[config.mk]
export PLATFORM = sky130hd
export DESIGN_NAME = ir_fetch_sequencer
export DESIGN_NICKNAME = d
export VERILOG_FILES = /design/src/rtl/ir_fetch_sequencer_pkg.sv /design/src/rtl/ir_fetch_sequencer_timeout.sv /design/src/rtl/ir_fetch_sequencer.sv
export SDC_FILE = /design/constraint.sdc
export NUM_CORES = 1
export LEC_CHECK = 0
export CAP_MARGIN = 10
export CORE_AREA = 2 2 63 65
export CTS_BUF_LIST = sky130_fd_sc_hd__clkbuf_8
export DETAILED_ROUTE_END_ITERATION = 12
export DIE_AREA = 0 0 65 67
export PLACE_DENSITY_LB_ADDON = 0.25
export SLEW_MARGIN = 20
export SYNTH_ARGS = -nofsm -noshare
export SYNTH_HDL_FRONTEND = slang
export SYNTH_SLANG_ARGS = --single-unit
[constraint.sdc]
create_clock -name i_clk -period 1.2 [get_ports i_clk]
set_input_delay 0.12 -clock i_clk [delete_from_list [all_inputs] [get_ports i_clk]]
set_output_delay 0.12 -clock i_clk [all_outputs]
set_load 0.02 [all_outputs]
[src/rtl/ir_fetch_sequencer_pkg.sv]
// Shared FunSel codes, timeout counter width and FSM state encoding for the
// two-byte instruction fetch sequencer.
package ir_fetch_sequencer_pkg;

  localparam logic [2:0] FS_DEC     = 3'b000;
  localparam logic [2:0] FS_INC     = 3'b001;
  localparam logic [2:0] FS_LOAD    = 3'b010;
  localparam logic [2:0] FS_CLR     = 3'b011;
  localparam logic [2:0] FS_WL_CLRH = 3'b100;
  localparam logic [2:0] FS_WL      = 3'b101;
  localparam logic [2:0] FS_WH      = 3'b110;
  localparam logic [2:0] FS_SEXT    = 3'b111;

  // TIMEOUT is bounded to 1..255, so an 8-bit count always covers TIMEOUT-1.
  localparam int TMO_W = 8;

  typedef enum logic [2:0] {
    ST_IDLE  = 3'd0,
    ST_BYTE0 = 3'd1,
    ST_BYTE1 = 3'd2,
    ST_DONE  = 3'd3,
    ST_ERR   = 3'd4
  } fetch_state_e;

  // IR write mode for a byte: the first byte also clears the other half only
  // when it lands in the low byte, so a fetch never leaves stale high bits.
  function automatic logic [2:0] byte_funsel(input logic low_first,
                                             input logic second_byte);
    if (low_first) begin
      return second_byte ? FS_WH : FS_WL_CLRH;
    end
    return second_byte ? FS_WL : FS_WH;
  endfunction

endpackage

[src/rtl/ir_fetch_sequencer_timeout.sv]
// Per-byte handshake watchdog: counts cycles a memory request waits for its
// ack and flags the terminal count TIMEOUT-1.
module fetch_timeout_counter
  import ir_fetch_sequencer_pkg::*;
#(
  parameter int TIMEOUT = 16
) (
  input  logic i_clk,
  input  logic i_rst_n,
  input  logic i_clear,
  input  logic i_enable,
  output logic o_terminal
);

  localparam logic [TMO_W-1:0] TC_VALUE = TMO_W'(TIMEOUT - 1);

  logic [TMO_W-1:0] r_count;

  assign o_terminal = (r_count == TC_VALUE);

  // Holding at terminal count keeps the flag stable if the FSM ever lingers.
  always_ff @(posedge i_clk or negedge i_rst_n) begin
    if (!i_rst_n) begin
      r_count <= '0;
    end else if (i_clear) begin
      r_count <= '0;
    end else if (i_enable && !o_terminal) begin
      r_count <= r_count + 1'b1;
    end
  end

endmodule

[src/rtl/ir_fetch_sequencer.sv]
// Fetches one 16-bit instruction as two byte reads, steering IR byte writes
// and PC increments; aborts a byte that waits TIMEOUT cycles for its ack.
//   state | meaning
//   IDLE  | waiting for Start
//   BYTE0 | first byte requested; ack writes IR and bumps PC
//   BYTE1 | second byte requested; ack writes IR and bumps PC
//   DONE  | one-cycle Done pulse
//   ERR   | one-cycle Err pulse after a timeout
module ir_fetch_sequencer
  import ir_fetch_sequencer_pkg::*;
#(
  parameter int TIMEOUT   = 16,
  parameter bit LOW_FIRST = 1'b1
) (
  input  logic        i_clk,
  input  logic        i_rst_n,
  input  logic        i_start,
  input  logic [15:0] i_pc_q,
  output logic        o_mem_req,
  output logic [15:0] o_mem_addr,
  input  logic        i_mem_ack,
  input  logic [7:0]  i_mem_data,
  output logic        o_ir_e,
  output logic [2:0]  o_ir_funsel,
  output logic [15:0] o_ir_i,
  output logic        o_pc_e,
  output logic [2:0]  o_pc_funsel,
  output logic        o_busy,
  output logic        o_done,
  output logic        o_err
);

  fetch_state_e r_state;
  fetch_state_e w_state_nxt;
  logic         w_in_fetch;
  logic         w_tmo_clear;
  logic         w_tmo_enable;
  logic         w_tmo_tc;

  assign w_in_fetch   = (r_state == ST_BYTE0) || (r_state == ST_BYTE1);
  assign w_tmo_clear  = !w_in_fetch || i_mem_ack;
  assign w_tmo_enable = w_in_fetch && !i_mem_ack;

  fetch_timeout_counter #(
    .TIMEOUT(TIMEOUT)
  ) u_timeout (
    .i_clk      (i_clk),
    .i_rst_n    (i_rst_n),
    .i_clear    (w_tmo_clear),
    .i_enable   (w_tmo_enable),
    .o_terminal (w_tmo_tc)
  );

  always_ff @(posedge i_clk or negedge i_rst_n) begin
    if (!i_rst_n) begin
      r_state <= ST_IDLE;
    end else begin
      r_state <= w_state_nxt;
    end
  end

  // An ack in the terminal-count cycle takes priority over the abort.
  always_comb begin
    w_state_nxt = r_state;
    case (r_state)
      ST_IDLE: begin
        if (i_start) w_state_nxt = ST_BYTE0;
      end
      ST_BYTE0: begin
        if (i_mem_ack)     w_state_nxt = ST_BYTE1;
        else if (w_tmo_tc) w_state_nxt = ST_ERR;
      end
      ST_BYTE1: begin
        if (i_mem_ack)     w_state_nxt = ST_DONE;
        else if (w_tmo_tc) w_state_nxt = ST_ERR;
      end
      ST_DONE:  w_state_nxt = ST_IDLE;
      ST_ERR:   w_state_nxt = ST_IDLE;
      default:  w_state_nxt = ST_IDLE;
    endcase
  end

  always_comb begin
    o_mem_req   = 1'b0;
    o_busy      = 1'b0;
    o_done      = 1'b0;
    o_err       = 1'b0;
    o_ir_e      = 1'b0;
    o_pc_e      = 1'b0;
    o_ir_funsel = byte_funsel(LOW_FIRST, 1'b0);
    case (r_state)
      ST_BYTE0: begin
        o_mem_req   = 1'b1;
        o_busy      = 1'b1;
        o_ir_funsel = byte_funsel(LOW_FIRST, 1'b0);
        o_ir_e      = i_mem_ack;
        o_pc_e      = i_mem_ack;
      end
      ST_BYTE1: begin
        o_mem_req   = 1'b1;
        o_busy      = 1'b1;
        o_ir_funsel = byte_funsel(LOW_FIRST, 1'b1);
        o_ir_e      = i_mem_ack;
        o_pc_e      = i_mem_ack;
      end
      ST_DONE:  o_done = 1'b1;
      ST_ERR:   o_err  = 1'b1;
      default:  ;
    endcase
  end

  assign o_mem_addr  = i_pc_q;
  assign o_ir_i      = {8'h00, i_mem_data};
  assign o_pc_funsel = FS_INC;

endmodule

## Yosys cells after proc, flatten, opt, wreduce, memory -nomap -nowiden

Cells that the tools add are included.
W data, S select, Z words.

- $add $sub $neg: 1
- Equality and inequality tests: 6
- Reduce and logical (&&, ||, !) cells: 10
- Multiplexer cells: 12

Operators by type and width:

| operator | count |
|---|---|
| $mux W8 | 2 |
| $mux W3 | 4 |
| $pmux W3 S3 | 1 |
| $add A8 B1 Y8 const B | 1 |
| $eq A8 B4 Y1 const B | 1 |
| $eq A3 B2 Y1 const B | 2 |
| $mux W1 | 4 |
| $eq A3 B1 Y1 const B | 1 |
| $eq A3 B3 Y1 const B | 1 |
| $logic_not A1 Y1 | 3 |
| $logic_not A3 Y1 | 1 |
| $logic_and A1 B1 Y1 | 2 |
| $logic_or A1 B1 Y1 | 2 |
| $mux W2 | 1 |
| $ne A2 B2 Y1 const B | 1 |
| $reduce_bool A2 Y1 | 1 |
| $reduce_or A2 Y1 | 1 |

- Output and inout port bits: 44
- Word-level logic and storage cells: 31
- Bits of input ports: 28
- Register bits: 11

## Depth between registers and ports, before layout

Gate-level depths: netlist of run 1.

- Depth after elaboration: 6
- Gate-level depth with buffers: 4
- Mapped depth without buffers: 4

## Hierarchy

Synthesis of run 1 repeated with hierarchy kept, for this count alone.

- Cell total of the unflattened synthesis: 107
- Area total of the unflattened synthesis: 968.4 sq um

By module, submodules not included:

| module | cells each | instances | seq. area each (sq um) | area each (sq um) |
|---|---|---|---|---|
| ir_fetch_sequencer | 64 | 1 | 75.1 | 526.8 |
| fetch_timeout_counter | 43 | 1 | 200.2 | 441.7 |

## Worst setup path after synthesis of run 1

No wires, ideal clock.

- Kind: reg-to-output
- Start: register r_state[0]
- End: output o_pc_e
- Data required time: 1080 ps
- Stages on the path, launching flop included: 4
- Data arrival time: 1391 ps
- Buffers on the path: 1
- Slack: -311 ps
- Path through: dfrtp_1 > xnor2_1 > nor3_1 > buf_4

- Word-level cells in the longest chain between the ends: 3
- Elaborated cells between the ends (all ways): 4
- Those cells by class: eq/ne (2); mux (1); reduce/logical (1)

RTL lines:

| item | RTL line | source |
|---|---|---|
| from (decl) | ir_fetch_sequencer.sv:33 | `fetch_state_e r_state;` |
| from (signal assigned) | ir_fetch_sequencer.sv:58 | `r_state <= w_state_nxt;` |
| $eq A3 B1 Y1 or $eq A3 B2 Y1 (tied branches) | n/a |  |
| $reduce_or A2 Y1 (no line) (*) | n/a |  |
| $mux W1 (*) | n/a |  |
| to (decl) | ir_fetch_sequencer.sv:26 | `output logic o_pc_e,` |

Every way passes the cells marked *; elsewhere a longest branch is shown, timed or not.

## Final worst setup path of run 1

- Start: register r_state[0]
- End: register u_timeout.r_count[0]

- Word-level cells in the longest chain between the ends: 5
- Elaborated cells between the ends (all ways): 9
- Those cells by class: eq/ne (2); mux (1); reduce/logical (6)

RTL lines:

| item | RTL line | source |
|---|---|---|
| $eq A3 B1 Y1 or $eq A3 B2 Y1 (tied branches) | ir_fetch_sequencer.sv:40 | `assign w_in_fetch = (r_state == ST_BYTE0) \|\| (r_state == ST_BYTE1);` |
| $logic_or A1 B1 Y1 (*) | ir_fetch_sequencer.sv:40 |  |
| $logic_not A1 Y1 or $logic_and A1 B1 Y1 (tied branches) | ir_fetch_sequencer.sv:41, ir_fetch_sequencer.sv:42 |  |
| $logic_or A1 B1 Y1 or $logic_and A1 B1 Y1 (tied branches) | ir_fetch_sequencer.sv:41, ir_fetch_sequencer_timeout.sv:27 |  |
| $mux W8 or $reduce_bool A2 Y1 (tied branches) | n/a |  |
| to (signal assigned) | ir_fetch_sequencer_timeout.sv:28 | `r_count <= r_count + 1'b1;` |
| to (decl) | ir_fetch_sequencer_timeout.sv:17 | `logic [TMO_W-1:0] r_count;` |

Marked as above.
A chain may end at the register's enable or synchronous reset.

==> impl_metrics.env, run 1 <==
export IMPL_p_per_area_nw_per_um2=1812
export IMPL_io_buffers=10
export IMPL_rsz0062_at_grt="true"
export IMPL_hold_violations=0
export IMPL_cts_tree="built"
export IMPL_grt_pass1_wl_um=2925
export IMPL_syn_area_per_cell_um2=8.722
export IMPL_drv_cap=0
export IMPL_root_buffer="clkbuf_8"
export IMPL_p_switching_uw=769.0
export IMPL_holdWs_ns=0.1856
export IMPL_dieArea_um2=4355
export IMPL_clkPwrFrac=0.182
export IMPL_remaining_drc_errors=0
export IMPL_cts_max_level=1
export IMPL_cts_buffer_depth=2
export IMPL_yosysSeqAreaShare=0.3094
export IMPL_grt_max_degree=12
export IMPL_post_route_period_util=1.099
export IMPL_syn_instance_count=102
export IMPL_first_iter_violations=7
export IMPL_start_util=0.2467
export IMPL_antenna_found_initial=0
export IMPL_status="complete, but fails checks"
export IMPL_critPathArrivalTime_ns=1.48
export IMPL_worstSetupPathType="reg2reg"
export IMPL_pwr_share_comb=0.556
export IMPL_pre_cts_slack_ns=-0.4710
export IMPL_cp_required_ns=1.36
export IMPL_yosysMostFrequentCell="buf_4"
export IMPL_place_inst=149
export IMPL_nets=140
export IMPL_async_reset_ff_frac=1.000
export IMPL_cts_num_sinks=11
export IMPL_fill_cells=388
export IMPL_synth_top_area_frac=0.3291
export IMPL_ys_types=26
export IMPL_drive_gt1_frac=0.4909
export IMPL_swShare=0.3889
export IMPL_diodes=0
export IMPL_min_period_ns=1.319
export IMPL_p_int_mw=1.208
export IMPL_leakagePower_nw=0.4882
export IMPL_layout_setup_ws_ns=-0.1193
export IMPL_grt_pass1_vias=597
export IMPL_hpwl_um=1386
export IMPL_seqPwrFrac=0.262
export IMPL_slew_viol_final=0
export IMPL_end_kind="register"
export IMPL_die_w_um=65
export IMPL_ys_ff_latch=11
export IMPL_wl_per_cell_um=11.07
export IMPL_yosysTopAreaCell="buf_4"
export IMPL_netlist_area_um2=889.6
export IMPL_core_area_um2=3606
export IMPL_clk_latency_ns=0.24
export IMPL_ys_flop_type="dfrtp_1"
export IMPL_synthTopCellsByCount="buf_4 (39), dfrtp_1 (11), a21oi_1 (8)"
export IMPL_place_congestion=0.7392
export IMPL_critPathMaxFanout=9
export IMPL_clkTransAtPathRegs_ns=0.05
export IMPL_area_growth_pct=22.64
export IMPL_ys_top_cells_by_area="buf_4 (33%), dfrtp_1 (31%), a21oi_1 (4.5%)"
export IMPL_fmax_mhz=758.0
export IMPL_first_pass_iters=4
export IMPL_peakVddDrop_v=0.0005821
export IMPL_ys_warn_count=0
export IMPL_fin_util=0.3026
export IMPL_die_h_um=67
export IMPL_avgViaCountPerCell=4.013
export IMPL_num_vias=634
export IMPL_totalWireLength_um=1749
export IMPL_clock_skew_ns=0.002695
export IMPL_ios=72
export IMPL_cts_hold_buf=0
export IMPL_hp_class="in2async"
export IMPL_instances_no_fill=158
export IMPL_critPathLaunchType="register"
export IMPL_setup_violations=18
export IMPL_violations="setup timing"
export IMPL_grtUsageTotal=0.08638
export IMPL_synth_edff_count=0
export IMPL_ant_nets=0
export IMPL_core_rowCount=22
export IMPL_gr_total_overflow=0
export IMPL_cts_buffers=3
## final cells by class
class | instances | area [um2] | area share
inverter | 2 | 7.507 | 0.006881
clock inverter | 1 | 3.754 | 0.003440
clock buffer | 3 | 41.29 | 0.03784
multi-input combinational | 60 | 437.9 | 0.4014
timing repair buffer | 33 | 262.8 | 0.2408
sequential | 11 | 277.8 | 0.2546
tap | 48 | 60.06 | 0.05505
## registers in the layout, indices dropped and copies added (netlist names)
register	flops
u_timeout.r_count	8
r_state	3
## power groups by stage
stage	combinational, mW	clock [mW]	sequential [mW]
2_1_floorplan	0.758	0	0.524
3_3_place_gp	1.01	0	0.515
3_5_place_dp	1.02	0	0.516
4_1_cts	1.11	0.378	0.519
5_1_grt	1.19	0.393	0.524
6_report	1.10	0.361	0.518
## per-layer routing
layer	GRT usage	part of all wire	wire (um)
met4	0.005319	0.0023	4
met3	0.05068	0.12	206
met5	0	0	0
met2	0.1495	0.47	824
met1	0.09548	0.41	715
## timing repair
action                                  4_1_cts  5_1_grt
pin swaps                                     5        1
endpoints found under the setup margin       18       18
setup buffers                                 4        1
resized for setup                            43       10
## cells by family (layout without fill, tap and decap cells)
logic type / count (synthesis) / after routing / share of synthesized area
other cells: 2 / 13 / 0.008442
simple gates: 27 / 27 / 0.1913
fa+ha+maj: 1 / 1 / 0.01406
xor+xnor: 1 / 1 / 0.009847
flops: 11 / 11 / 0.3094
buf+inv: 42 / 39 / 0.3502
compound gates: 18 / 18 / 0.1167
## metrics by stage
step           setup TNS [ns]  instance area (um2)  total power, mW
2_1_floorplan         -0.4705                969.7            1.281
3_3_place_gp           -3.261                960.9            1.524
3_5_place_dp           -3.303                960.9            1.539
4_1_cts                -1.400                 1045            2.002
5_1_grt                -2.157                 1091            2.106
6_report               -1.217                 1091            1.977
## path summary, 6_finish.rpt
check                                       start                                to  slack, ns  depth (start not counted)
min reg2reg                r_state[2]$_DFFE_PN0P_            r_state[0]$_DFFE_PN0P_       0.61                          2
min in group i_clk                  i_mem_data[5]                         o_ir_i[5]       0.24                          0
max                        r_state[0]$_DFFE_PN0P_  u_timeout.r_count[0]$_DFFE_PN0P_      -0.12                          4
max reg2reg                r_state[0]$_DFFE_PN0P_  u_timeout.r_count[0]$_DFFE_PN0P_      -0.12                          4
max in group asynchronous                 i_rst_n  u_timeout.r_count[5]$_DFFE_PN0P_       0.85                          2
min                                       i_rst_n  u_timeout.r_count[3]$_DFFE_PN0P_       0.19                          2
## critical path, stage by stage (launching register included)
cell,delay [ns]
dfrtp_1,0.42
xnor2_2,0.16
or3_1,0.33
buf_6,0.16
nor3_2,0.17
## placed cells by master, fill, tap and decap left out, drive strengths merged, types with 2 or more instances in the layout
cell type,synthesis,layout
inv,2,3
nand2,4,4
nor3,6,6
clkdlybuf4s50,0,3
a21oi,8,8
o21ai,5,5
clkbuf,0,3
conb,2,13
nor3b,2,2
buf,40,30
dfrtp,11,11
or3,4,4
nand3,3,3
nor2,3,3
Note: power is estimated with default switching activity, not from simulation.
==> run 2, diff against run 1 <==
--- a/config.mk
+++ b/config.mk
@@ -6,10 +6,10 @@
 export NUM_CORES = 1
 export LEC_CHECK = 0
 export CAP_MARGIN = 10
-export CORE_AREA = 2 2 63 65
+export CORE_AREA = 8 8 64 66
 export CTS_BUF_LIST = sky130_fd_sc_hd__clkbuf_8
 export DETAILED_ROUTE_END_ITERATION = 12
-export DIE_AREA = 0 0 65 67
+export DIE_AREA = 0 0 72 74
 export PLACE_DENSITY_LB_ADDON = 0.25
 export SLEW_MARGIN = 20
 export SYNTH_ARGS = -nofsm -noshare
==> impl_metrics.env, run 2 (same netlist as run 1, synthesis figures left out) <==
export IMPL_core_rowCount=21
export IMPL_avgViaCountPerCell=4.170
export IMPL_seq_area_um2=276.5
export IMPL_r2r_end="u_timeout.r_count[0]$_DFFE_PN0P_"
export IMPL_total_power_mw=1.966
export IMPL_leakagePower_nw=0.4687
export IMPL_rsz0062_at_grt="true"
export IMPL_num_vias=638
export IMPL_worstSetupPathType="reg2reg"
export IMPL_fmax_mhz=748.9
export IMPL_fin_area_um2=1031
export IMPL_ios=72
export IMPL_regMostFlops="u_timeout.r_count"
export IMPL_cts_tree="built"
export IMPL_slew_viol_final=0
export IMPL_cts_buffers=3
export IMPL_hp_class="in2async"
export IMPL_rr_worst_depth=4
export IMPL_grt_pass1_wl_um=3042
export IMPL_wl_per_cell_um=12.41
export IMPL_hpwl_um=1435
export IMPL_core_area_um2=3179
export IMPL_status="complete, but fails checks"
export IMPL_top_regs="u_timeout.r_count (8), r_state (3)"
export IMPL_first_iter_violations=12
export IMPL_placed_area_um2=950.9
export IMPL_r2r_setup_slack_ns=-0.14
export IMPL_violations="setup timing"
export IMPL_first_pass_iters=2
export IMPL_clk_latency_ns=0.23
export IMPL_setup_violations=17
export IMPL_cts_hold_buf=0
export IMPL_final_cell_mix="buf_4 (24), conb_1 (13), dfrtp_1 (10), a21oi_1 (8), nor3_2 (5)"
export IMPL_dieArea_um2=5328
export IMPL_drive_gt1_frac=0.4486
export IMPL_multi_input_area_um2=412.9
export IMPL_clkTransAtPathRegs_ns=0.05
export IMPL_area_growth_pct=15.89
export IMPL_cts_buffer_depth=2
export IMPL_remaining_drc_errors=0
export IMPL_tns_ns=-1.426
export IMPL_cp_required_ns=1.35
export IMPL_place_congestion=0.7388
export IMPL_holdWs_ns=0.1867
export IMPL_r2r_start="r_state[0]$_DFFE_PN0P_"
export IMPL_end_kind="register"
export IMPL_largest_reg_flops=8
export IMPL_ant_nets=0
export IMPL_gr_total_overflow=0
export IMPL_clock_skew_ns=0.003256
export IMPL_critPathArrivalTime_ns=1.49
export IMPL_layout_setup_ws_ns=-0.1354
export IMPL_peakVddDrop_v=0.0006403
export IMPL_root_buffer="clkbuf_8"
export IMPL_drv_cap=0
export IMPL_critPathLaunchType="register"
export IMPL_grt_pass1_vias=675
export IMPL_p_per_area_nw_per_um2=1907
export IMPL_hold_violations=0
export IMPL_totalWireLength_um=1898
export IMPL_grt_max_degree=12
export IMPL_instances_no_fill=153
export IMPL_cts_num_sinks=11
export IMPL_die_w_um=72
export IMPL_min_period_ns=1.335
export IMPL_io_buffers=10
export IMPL_antenna_found_initial=0
export IMPL_fill_cells=358
export IMPL_diodes=0
export IMPL_critPathMaxFanout=5
export IMPL_place_inst=146
export IMPL_nets=137
export IMPL_layout_commonest_cell="buf_4"
export IMPL_grtUsageTotal=0.07080
export IMPL_start_util=0.2798
export IMPL_die_h_um=74
export IMPL_post_route_period_util=1.113
export IMPL_cts_max_level=1
-- run 2: cell types whose count changed in the layout (fill, tap and decap cells not counted), sizes merged --
cell / change
buf: -3
-- run 2: worst max-delay path, stage by stage (launching register included) --
cell and delay, ns:
dfrtp_1 0.42, xnor2_2 0.17, or3_4 0.36, buf_6 0.14
nor3_2 0.16
-- run 2: per-layer routing --
| layer | global-route usage | vias up | routed length [um] |
|---|---|---|---|
| met2 | 0.1063 | 29 | 849 |
| met5 | 0 | - | 0 |
| met4 | 0.04308 | 0 | 48 |
| li1 | - | 307 | - |
| met3 | 0.03504 | 16 | 187 |
| met1 | 0.07928 | 286 | 812 |
-- run 2: repair_timing --
item / 4_1_cts / 5_1_grt
pin swaps: 1 / 1
gates cloned: 1 / 0
hold endpoints to repair: 0 / 0
endpoints found under the setup margin: 18 / 18
gates resized for setup: 42 / 2
buffers inserted: 1 / 1
-- run 2: cell type report --
| cell class | count | area share |
|---|---|---|
| multi-input combinational | 60 | 0.4005 |
| sequential | 11 | 0.2682 |
| timing repair buffer | 30 | 0.2245 |
| tap | 46 | 0.05583 |
| clock buffer | 3 | 0.04005 |
| inverter | 2 | 0.007282 |
| clock inverter | 1 | 0.003641 |
-- run 2: how the worst max path moves through the flow --
stage                                      start                               end  slack [ns]  cells past startpoint
after floorplan           r_state[0]$_DFFE_PN0P_            r_state[1]$_DFFE_PN0P_       -0.07                      2
after global placement                 i_mem_ack                            o_ir_e       -0.42                      4
after detailed placement               i_mem_ack                            o_ir_e       -0.46                      4
after CTS                 r_state[0]$_DFFE_PN0P_  u_timeout.r_count[0]$_DFFE_PN0P_       -0.14                      4
after global routing      r_state[0]$_DFFE_PN0P_  u_timeout.r_count[0]$_DFFE_PN0P_       -0.19                      4
final                     r_state[0]$_DFFE_PN0P_  u_timeout.r_count[0]$_DFFE_PN0P_       -0.14                      4
-- run 2: report_power, final --
group	total, mW	internal, mW	switching, mW
logic	1.09	0.535	0.551
registers	0.520	0.435	0.0854
clock network	0.359	0.224	0.135
total	1.97	1.19	0.772
-- run 2: stage by stage --
stage	utilization	worst slack, ns
3_3_place_gp	0.2991	-0.4187
6_report	0.3243	-0.1354
5_1_grt	0.3243	-0.1912
3_5_place_dp	0.2991	-0.4602
4_1_cts	0.3203	-0.1446
2_1_floorplan	-	-0.06691
